--- src/rtl/rv32i_pkg.sv ---
// Shared RV32I load/store encodings and the LSU state type.
package rv32i_pkg;

  localparam logic [2:0] F3_LB  = 3'b000;
  localparam logic [2:0] F3_LH  = 3'b001;
  localparam logic [2:0] F3_LW  = 3'b010;
  localparam logic [2:0] F3_LBU = 3'b100;
  localparam logic [2:0] F3_LHU = 3'b101;
  localparam logic [2:0] F3_SB  = 3'b000;
  localparam logic [2:0] F3_SH  = 3'b001;
  localparam logic [2:0] F3_SW  = 3'b010;

  typedef enum logic [1:0] {
    LSU_IDLE = 2'd0,
    LSU_BUSY = 2'd1,
    LSU_DONE = 2'd2
  } lsu_state_t;

  typedef enum logic [1:0] {
    SZ_BYTE = 2'd0,
    SZ_HALF = 2'd1,
    SZ_WORD = 2'd2
  } acc_size_t;

  // Unused encodings (011/110/111) fall through to a word access.
  function automatic acc_size_t acc_size(input logic [2:0] f3);
    case (f3)
      F3_LB, F3_LBU: acc_size = SZ_BYTE;
      F3_LH, F3_LHU: acc_size = SZ_HALF;
      default:       acc_size = SZ_WORD;
    endcase
  endfunction

endpackage

--- src/rtl/rv32i_load_align.sv ---
// Combinational load lane select plus sign/zero extension.
module rv32i_load_align
  import rv32i_pkg::*;
(
  input  logic [31:0] i_word,
  input  logic [1:0]  i_lane,
  input  logic [2:0]  i_funct3,
  output logic [31:0] o_data
);

  logic [7:0]  byte_sel;
  logic [15:0] half_sel;

  always_comb begin
    case (i_lane)
      2'd0:    byte_sel = i_word[7:0];
      2'd1:    byte_sel = i_word[15:8];
      2'd2:    byte_sel = i_word[23:16];
      default: byte_sel = i_word[31:24];
    endcase
    half_sel = i_lane[1] ? i_word[31:16] : i_word[15:0];

    case (acc_size(i_funct3))
      SZ_BYTE: o_data = i_funct3[2] ? {24'b0, byte_sel} : {{24{byte_sel[7]}}, byte_sel};
      SZ_HALF: o_data = i_funct3[2] ? {16'b0, half_sel} : {{16{half_sel[15]}}, half_sel};
      default: o_data = i_word;
    endcase
  end

endmodule

--- src/rtl/rv32i_lsu.sv ---
// MEM-stage load/store unit: req/ack data-memory port, pipeline stall, store lanes, load extension.
// Optional RV32I_LSU_MISALIGN_TRAP_EN: misaligned half/word accesses trap without a bus request.
//
// state    | meaning
// IDLE     | waiting for a load/store; latches the access when one arrives
// BUSY     | o_dmem_req held, waiting for ack or timeout
// DONE     | one-cycle result: rdata_valid for loads, bus_err on error
module rv32i_lsu
  import rv32i_pkg::*;
#(
  parameter int TIMEOUT_CYCLES = 255
) (
  input  logic        i_clk,
  input  logic        i_rst_n,
  input  logic        i_mem_read_en,
  input  logic        i_mem_write_en,
  input  logic [2:0]  i_funct3,
  input  logic [31:0] i_addr,
  input  logic [31:0] i_wdata,
  output logic        o_stall,
  output logic [31:0] o_rdata,
  output logic        o_rdata_valid,
  output logic        o_bus_err,
  output logic        o_dmem_req,
  output logic        o_dmem_we,
  output logic [31:0] o_dmem_addr,
  output logic [3:0]  o_dmem_be,
  output logic [31:0] o_dmem_wdata,
  input  logic        i_dmem_ack,
  input  logic [31:0] i_dmem_rdata
);

  localparam int CNT_W = (TIMEOUT_CYCLES > 1) ? $clog2(TIMEOUT_CYCLES + 1) : 1;
  localparam logic [CNT_W-1:0] CNT_LAST = CNT_W'(TIMEOUT_CYCLES - 1);

  lsu_state_t       state_q, state_d;
  logic             we_q, we_d;
  logic [2:0]       f3_q, f3_d;
  logic [1:0]       lane_q, lane_d;
  logic [29:0]      addr_q, addr_d;
  logic [3:0]       be_q, be_d;
  logic [31:0]      wdata_q, wdata_d;
  logic [31:0]      rdata_q, rdata_d;
  logic             err_q, err_d;
  logic [CNT_W-1:0] cnt_q, cnt_d;

  logic        req_in;
  logic        misalign;
  acc_size_t   size_in;
  logic [3:0]  st_be;
  logic [31:0] st_wdata;
  logic [31:0] load_data;

  assign req_in  = i_mem_read_en | i_mem_write_en;
  assign size_in = acc_size(i_funct3);

`ifdef RV32I_LSU_MISALIGN_TRAP_EN
  assign misalign = ((size_in == SZ_HALF) && i_addr[0]) ||
                    ((size_in == SZ_WORD) && (i_addr[1:0] != 2'b00));
`else
  assign misalign = 1'b0;
`endif

  // Without the trap, misaligned half/word low bits simply pick the aligned lane.
  always_comb begin
    case (size_in)
      SZ_BYTE: begin
        st_be    = 4'(4'b0001 << i_addr[1:0]);
        st_wdata = {4{i_wdata[7:0]}};
      end
      SZ_HALF: begin
        st_be    = i_addr[1] ? 4'b1100 : 4'b0011;
        st_wdata = {2{i_wdata[15:0]}};
      end
      default: begin
        st_be    = 4'b1111;
        st_wdata = i_wdata;
      end
    endcase
  end

  rv32i_load_align u_load_align (
    .i_word   (i_dmem_rdata),
    .i_lane   (lane_q),
    .i_funct3 (f3_q),
    .o_data   (load_data)
  );

  always_comb begin
    state_d = state_q;
    we_d    = we_q;
    f3_d    = f3_q;
    lane_d  = lane_q;
    addr_d  = addr_q;
    be_d    = be_q;
    wdata_d = wdata_q;
    rdata_d = rdata_q;
    err_d   = err_q;
    cnt_d   = '0;

    case (state_q)
      LSU_IDLE: begin
        err_d = 1'b0;
        if (req_in) begin
          we_d    = i_mem_write_en;
          f3_d    = i_funct3;
          lane_d  = i_addr[1:0];
          addr_d  = i_addr[31:2];
          be_d    = i_mem_write_en ? st_be : 4'b1111;
          wdata_d = i_mem_write_en ? st_wdata : 32'h0;
          if (misalign) begin
            err_d   = 1'b1;
            state_d = LSU_DONE;
          end else begin
            state_d = LSU_BUSY;
          end
        end
      end
      LSU_BUSY: begin
        cnt_d = cnt_q + CNT_W'(1);
        if (i_dmem_ack) begin
          state_d = LSU_DONE;
          if (!we_q) rdata_d = load_data;
        end else if ((TIMEOUT_CYCLES != 0) && (cnt_q == CNT_LAST)) begin
          state_d = LSU_DONE;
          err_d   = 1'b1;
          if (!we_q) rdata_d = 32'h0;
        end
      end
      LSU_DONE: state_d = LSU_IDLE;
      default:  state_d = LSU_IDLE;
    endcase
  end

  always_ff @(posedge i_clk or negedge i_rst_n) begin
    if (!i_rst_n) begin
      state_q <= LSU_IDLE;
      we_q    <= 1'b0;
      f3_q    <= 3'b0;
      lane_q  <= 2'b0;
      addr_q  <= 30'b0;
      be_q    <= 4'b0;
      wdata_q <= 32'h0;
      rdata_q <= 32'h0;
      err_q   <= 1'b0;
      cnt_q   <= '0;
    end else begin
      state_q <= state_d;
      we_q    <= we_d;
      f3_q    <= f3_d;
      lane_q  <= lane_d;
      addr_q  <= addr_d;
      be_q    <= be_d;
      wdata_q <= wdata_d;
      rdata_q <= rdata_d;
      err_q   <= err_d;
      cnt_q   <= cnt_d;
    end
  end

  // Bus outputs are gated by BUSY so the port reads all-zero outside a transaction.
  logic busy;
  logic done;
  assign busy = (state_q == LSU_BUSY);
  assign done = (state_q == LSU_DONE);

  assign o_dmem_req    = busy;
  assign o_dmem_we     = busy & we_q;
  assign o_dmem_addr   = busy ? {addr_q, 2'b00} : 32'h0;
  assign o_dmem_be     = busy ? be_q : 4'b0;
  assign o_dmem_wdata  = busy ? wdata_q : 32'h0;
  assign o_stall       = ((state_q == LSU_IDLE) & req_in) | busy;
  assign o_rdata       = rdata_q;
  assign o_rdata_valid = done & ~we_q & ~err_q;
  assign o_bus_err     = done & err_q;

endmodule
--- config.mk ---
export PLATFORM = sky130hd
export DESIGN_NAME = rv32i_lsu
export DESIGN_NICKNAME = d
export VERILOG_FILES = /design/src/rtl/rv32i_pkg.sv /design/src/rtl/rv32i_load_align.sv /design/src/rtl/rv32i_lsu.sv
export SDC_FILE = /design/constraint.sdc
export NUM_CORES = 1
export LEC_CHECK = 0
export ABC_AREA = 1
export BUFFER_PORTS_ARGS = -buffer_cell sky130_fd_sc_hd__buf_2
export CORE_MARGIN = 5
export CORE_UTILIZATION = 40
export CTS_CLUSTER_SIZE = 20
export DETAILED_ROUTE_END_ITERATION = 8
export HOLD_SLACK_MARGIN = 0.15
export PLACE_DENSITY = 0.67
export SYNTH_ARGS = -nofsm -noshare
export SYNTH_HDL_FRONTEND = slang
export SYNTH_SLANG_ARGS = --single-unit
export TNS_END_PERCENT = 5
--- constraint.sdc ---
create_clock -name i_clk -period 2.1 [get_ports i_clk]
set_clock_uncertainty 0.15 [all_clocks]
set_input_delay 0.21 -clock i_clk [delete_from_list [all_inputs] [get_ports i_clk]]
set_output_delay 0.21 -clock i_clk [all_outputs]
set_load 0.01 [all_outputs]
==> flow_summary.toml <==
[layout]
num_antenna_cells = 0
nets = 1217
synthToLayoutAreaGrowth_pct = 51.3
fillers = 1235
layout-drive-gt1-share = 0.244
instances_no_fill = 1305

[global_route]
gr-total-overflow = 0
grt.busiest_layer = "met2"
use_met2 = 0.352
grt_pass1_wl_um = 28800
met1_usage = 0.270
grt_pass1_vias = 5968
antenna_found_initial = 0
grt_max_degree = 62
globalRouteMet3Util = 0.0671
track_usage = 0.214

[die]
die_h_um = 131
dieArea_um2 = 17200
core_area_um2 = 14400
die_w_um = 131
io_pins = 209
num_rows = 44
initial_core_util = 0.406

[synthesis]
synth_most_common_cell = "nand2_1"
ys_ff_latch = 115
synth.area.top_cells = "dfrtp_1 (49%), nand2_1 (13%), nor2_1 (8.7%)"
ys_seq_area_frac = 0.491
synth_cell_types = 29
yosys_warnings = 0
syn_area_per_cell_um2 = 7.40
ys_top_cells_by_count = "nand2_1 (206), nor2_1 (136), dfrtp_1 (115)"
syn_area_um2 = 5860
ys_async_sr_fraction = 1.00
synth.top_cell.area_share = 0.491
ys.flop_type = "dfrtp_1"
syn_inst = 792
synth_edf_count = 0
synth_top_area_cell = "dfrtp_1"

[drt]
wl_um = 18500
drt-initial-drc-count = 407
antenna_left = 0
wl_per_cell_um = 14.2
drc = 0
via_per_inst = 4.76
vias = 6217
firstDrtPassIters = 5

[timing]
max_freq_mhz = 499
finalHoldViolCount = 0
rsz0062_at_grt = "yes"
setup_tns_ns = 0
finalCritPeriodShare = 0.955
setup_viol = 0
slew_viol_final = 0
hold_slack_ns = 0.219
min_period_ns = 2.00

[cts]
htree_levels = 4
clk_latency_ns = 0.40
cts.sinks = 115
clockBufferDepth = 2
numCtsBuffers = 17
cts_root_buf = "clkbuf_16"
cts_tree = "yes"
cts.clk_slew.worst_paths_ns = 0.05

[power]
ir_worst_vdd_uv = 774
p_per_area_nw_per_um2 = 1310
leakage_nw = 4.80

[worst_setup_path]
start_kind = "register"
cp_common_cell = "nand2_1"
cp_slowest_cell = "dlygate4sd3_1"
arrival_ns = 2.15
critPathKind = "register to register"
cp_max_fo = 13
crit_chain = "buf_4 > nand2_1 > nand2_1 > o22ai_1 > nand2_1 > dlygate4sd3_1 > nand2_1 > nand2_1"
critPathCaptureType = "register"
critPathMaxStageDelay_ns = 0.57
cp.required_ns = 2.24

[placement]
io_buffer_count = 206
numPlacedInstances = 1154
place.gp.congestion = 0.899
dpl.hpwl_um = 12300

[outcome]
status = "finished, final reports clean"

[min_path]
min_path_type = "input port to async pin"

[run]
maxCapViolations = 0
## area by class of cell
type / instances / area (um^2) / area share
clock inverters: 5 / 75.1 / 0.00847
well taps: 184 / 230 / 0.0260
flip-flops and latches: 115 / 2880 / 0.325
inverters: 109 / 409 / 0.0461
repair buffers: 342 / 2430 / 0.274
multi-input cells: 526 / 2340 / 0.264
clock buffers: 24 / 502 / 0.0566
## layout by cell type (no fill, tap or decap)
master / netlist / final
nand2_1: 206 / 206
buf_2: 23 / 205
nor2_1: 136 / 136
dlygate4sd3_1: 0 / 119
dfrtp_1: 115 / 113
inv_1: 101 / 101
o21ai_0: 69 / 69
o22ai_1: 38 / 38
a21oi_1: 29 / 29
nand3_1: 24 / 24
clkbuf_16: 0 / 17
buf_4: 3 / 12
inv_2: 8 / 8
buf_12: 0 / 6
clkbuf_8: 0 / 5
nor2_4: 3 / 3
nor2_2: 3 / 3
nand3_2: 3 / 3
clkinv_2: 0 / 3
nor3_1: 2 / 2
nand2_2: 2 / 2
ha_1: 2 / 2
conb_1: 1 / 2
clkbuf_1: 11 / 2
bufinv_16: 0 / 2
dfrtp_2: 0 / 2
and3_1: 1 / 1
o21ai_2: 1 / 1
a31oi_1: 1 / 1
nand4_4: 1 / 1
nand3_4: 1 / 1
nand4_1: 1 / 1
o211ai_1: 1 / 1
## worst paths after layout
check / end / slack [ns] / cells after the start / startpoint
min in group i_clk: o_rdata[13] / 0.32 / 2 / o_rdata[13]
max in group asynchronous: addr_q[7] / 1.29 / 3 / i_rst_n
setup / recovery: o_rdata[5] / 0.1 / 8 / lane_q[1]
hold reg to reg: o_rdata[13] / 0.32 / 2 / o_rdata[13]
hold / removal: cnt_q[2] / 0.22 / 3 / i_rst_n
setup reg to reg: o_rdata[5] / 0.1 / 8 / lane_q[1]
## logic make-up (layout without fill, tap and decap cells)
family	Yosys count	count (layout)	share of synthesized area
compound gates	139	139	0.128
buf+inv	152	480	0.110
fa+ha+maj	2	2	0.00427
simple gates	383	383	0.266
flops	115	115	0.491
other cells	1	2	0.000640
## critical path, delay by kind of cell, from the launching register on
family,cells,cell delay (ns)
DFF,1,0.43
and+or+nand+nor,5,0.38
AOI/OAI and AO/OA,1,0.18
buffers and inverters,2,0.76
## state kept, by name, summed over array words and instances (netlist names)
| register | cells |
|---|---|
| wdata_q | 32 |
| be_q | 4 |
| addr_q | 30 |
| o_rdata | 32 |
| f3_q | 3 |
| err_q | 1 |
| lane_q | 2 |
| state_q | 2 |
| we_q | 1 |
| cnt_q | 8 |
## per-stage QoR
step / cell area, um^2 / util / worst slack (ns) / power (mW)
6_report: 8870 / 0.615 / 0.0953 / 11.6
5_1_grt: 8870 / 0.615 / -0.0104 / 12.5
4_1_cts: 8850 / 0.614 / 0.0199 / 11.6
3_5_place_dp: 7070 / 0.490 / 0.350 / 8.47
3_3_place_gp: 7070 / 0.490 / 0.397 / 8.40
2_1_floorplan: 5860 / - / 0.553 / 6.77
## power by group
group          switching, mW  internal, mW  total (mW)
Clock                  0.944          1.88        2.82
Combinational           3.21          2.01        5.22
Sequential             0.429          3.16        3.59
Total                   4.58          7.05        11.6
## layer usage
metal	routed length, um	share of wire	up-vias
met5	0	0	-
met4	334	0.018	0
met3	1470	0.079	29
met2	8870	0.48	255
met1	7820	0.42	2824
li1	-	-	3109
## timing repair
| item | 4_1_cts | 5_1_grt |
|---|---|---|
| pin swaps | 1 | 0 |
| hold buffers | 119 | 0 |
| resized for setup | 0 | 2 |
| endpoints found under the hold margin | 222 | 0 |
| setup buffers | 1 | 2 |
| endpoints found under the setup margin | 36 | 7 |
(Power assumes the default switching activity.)
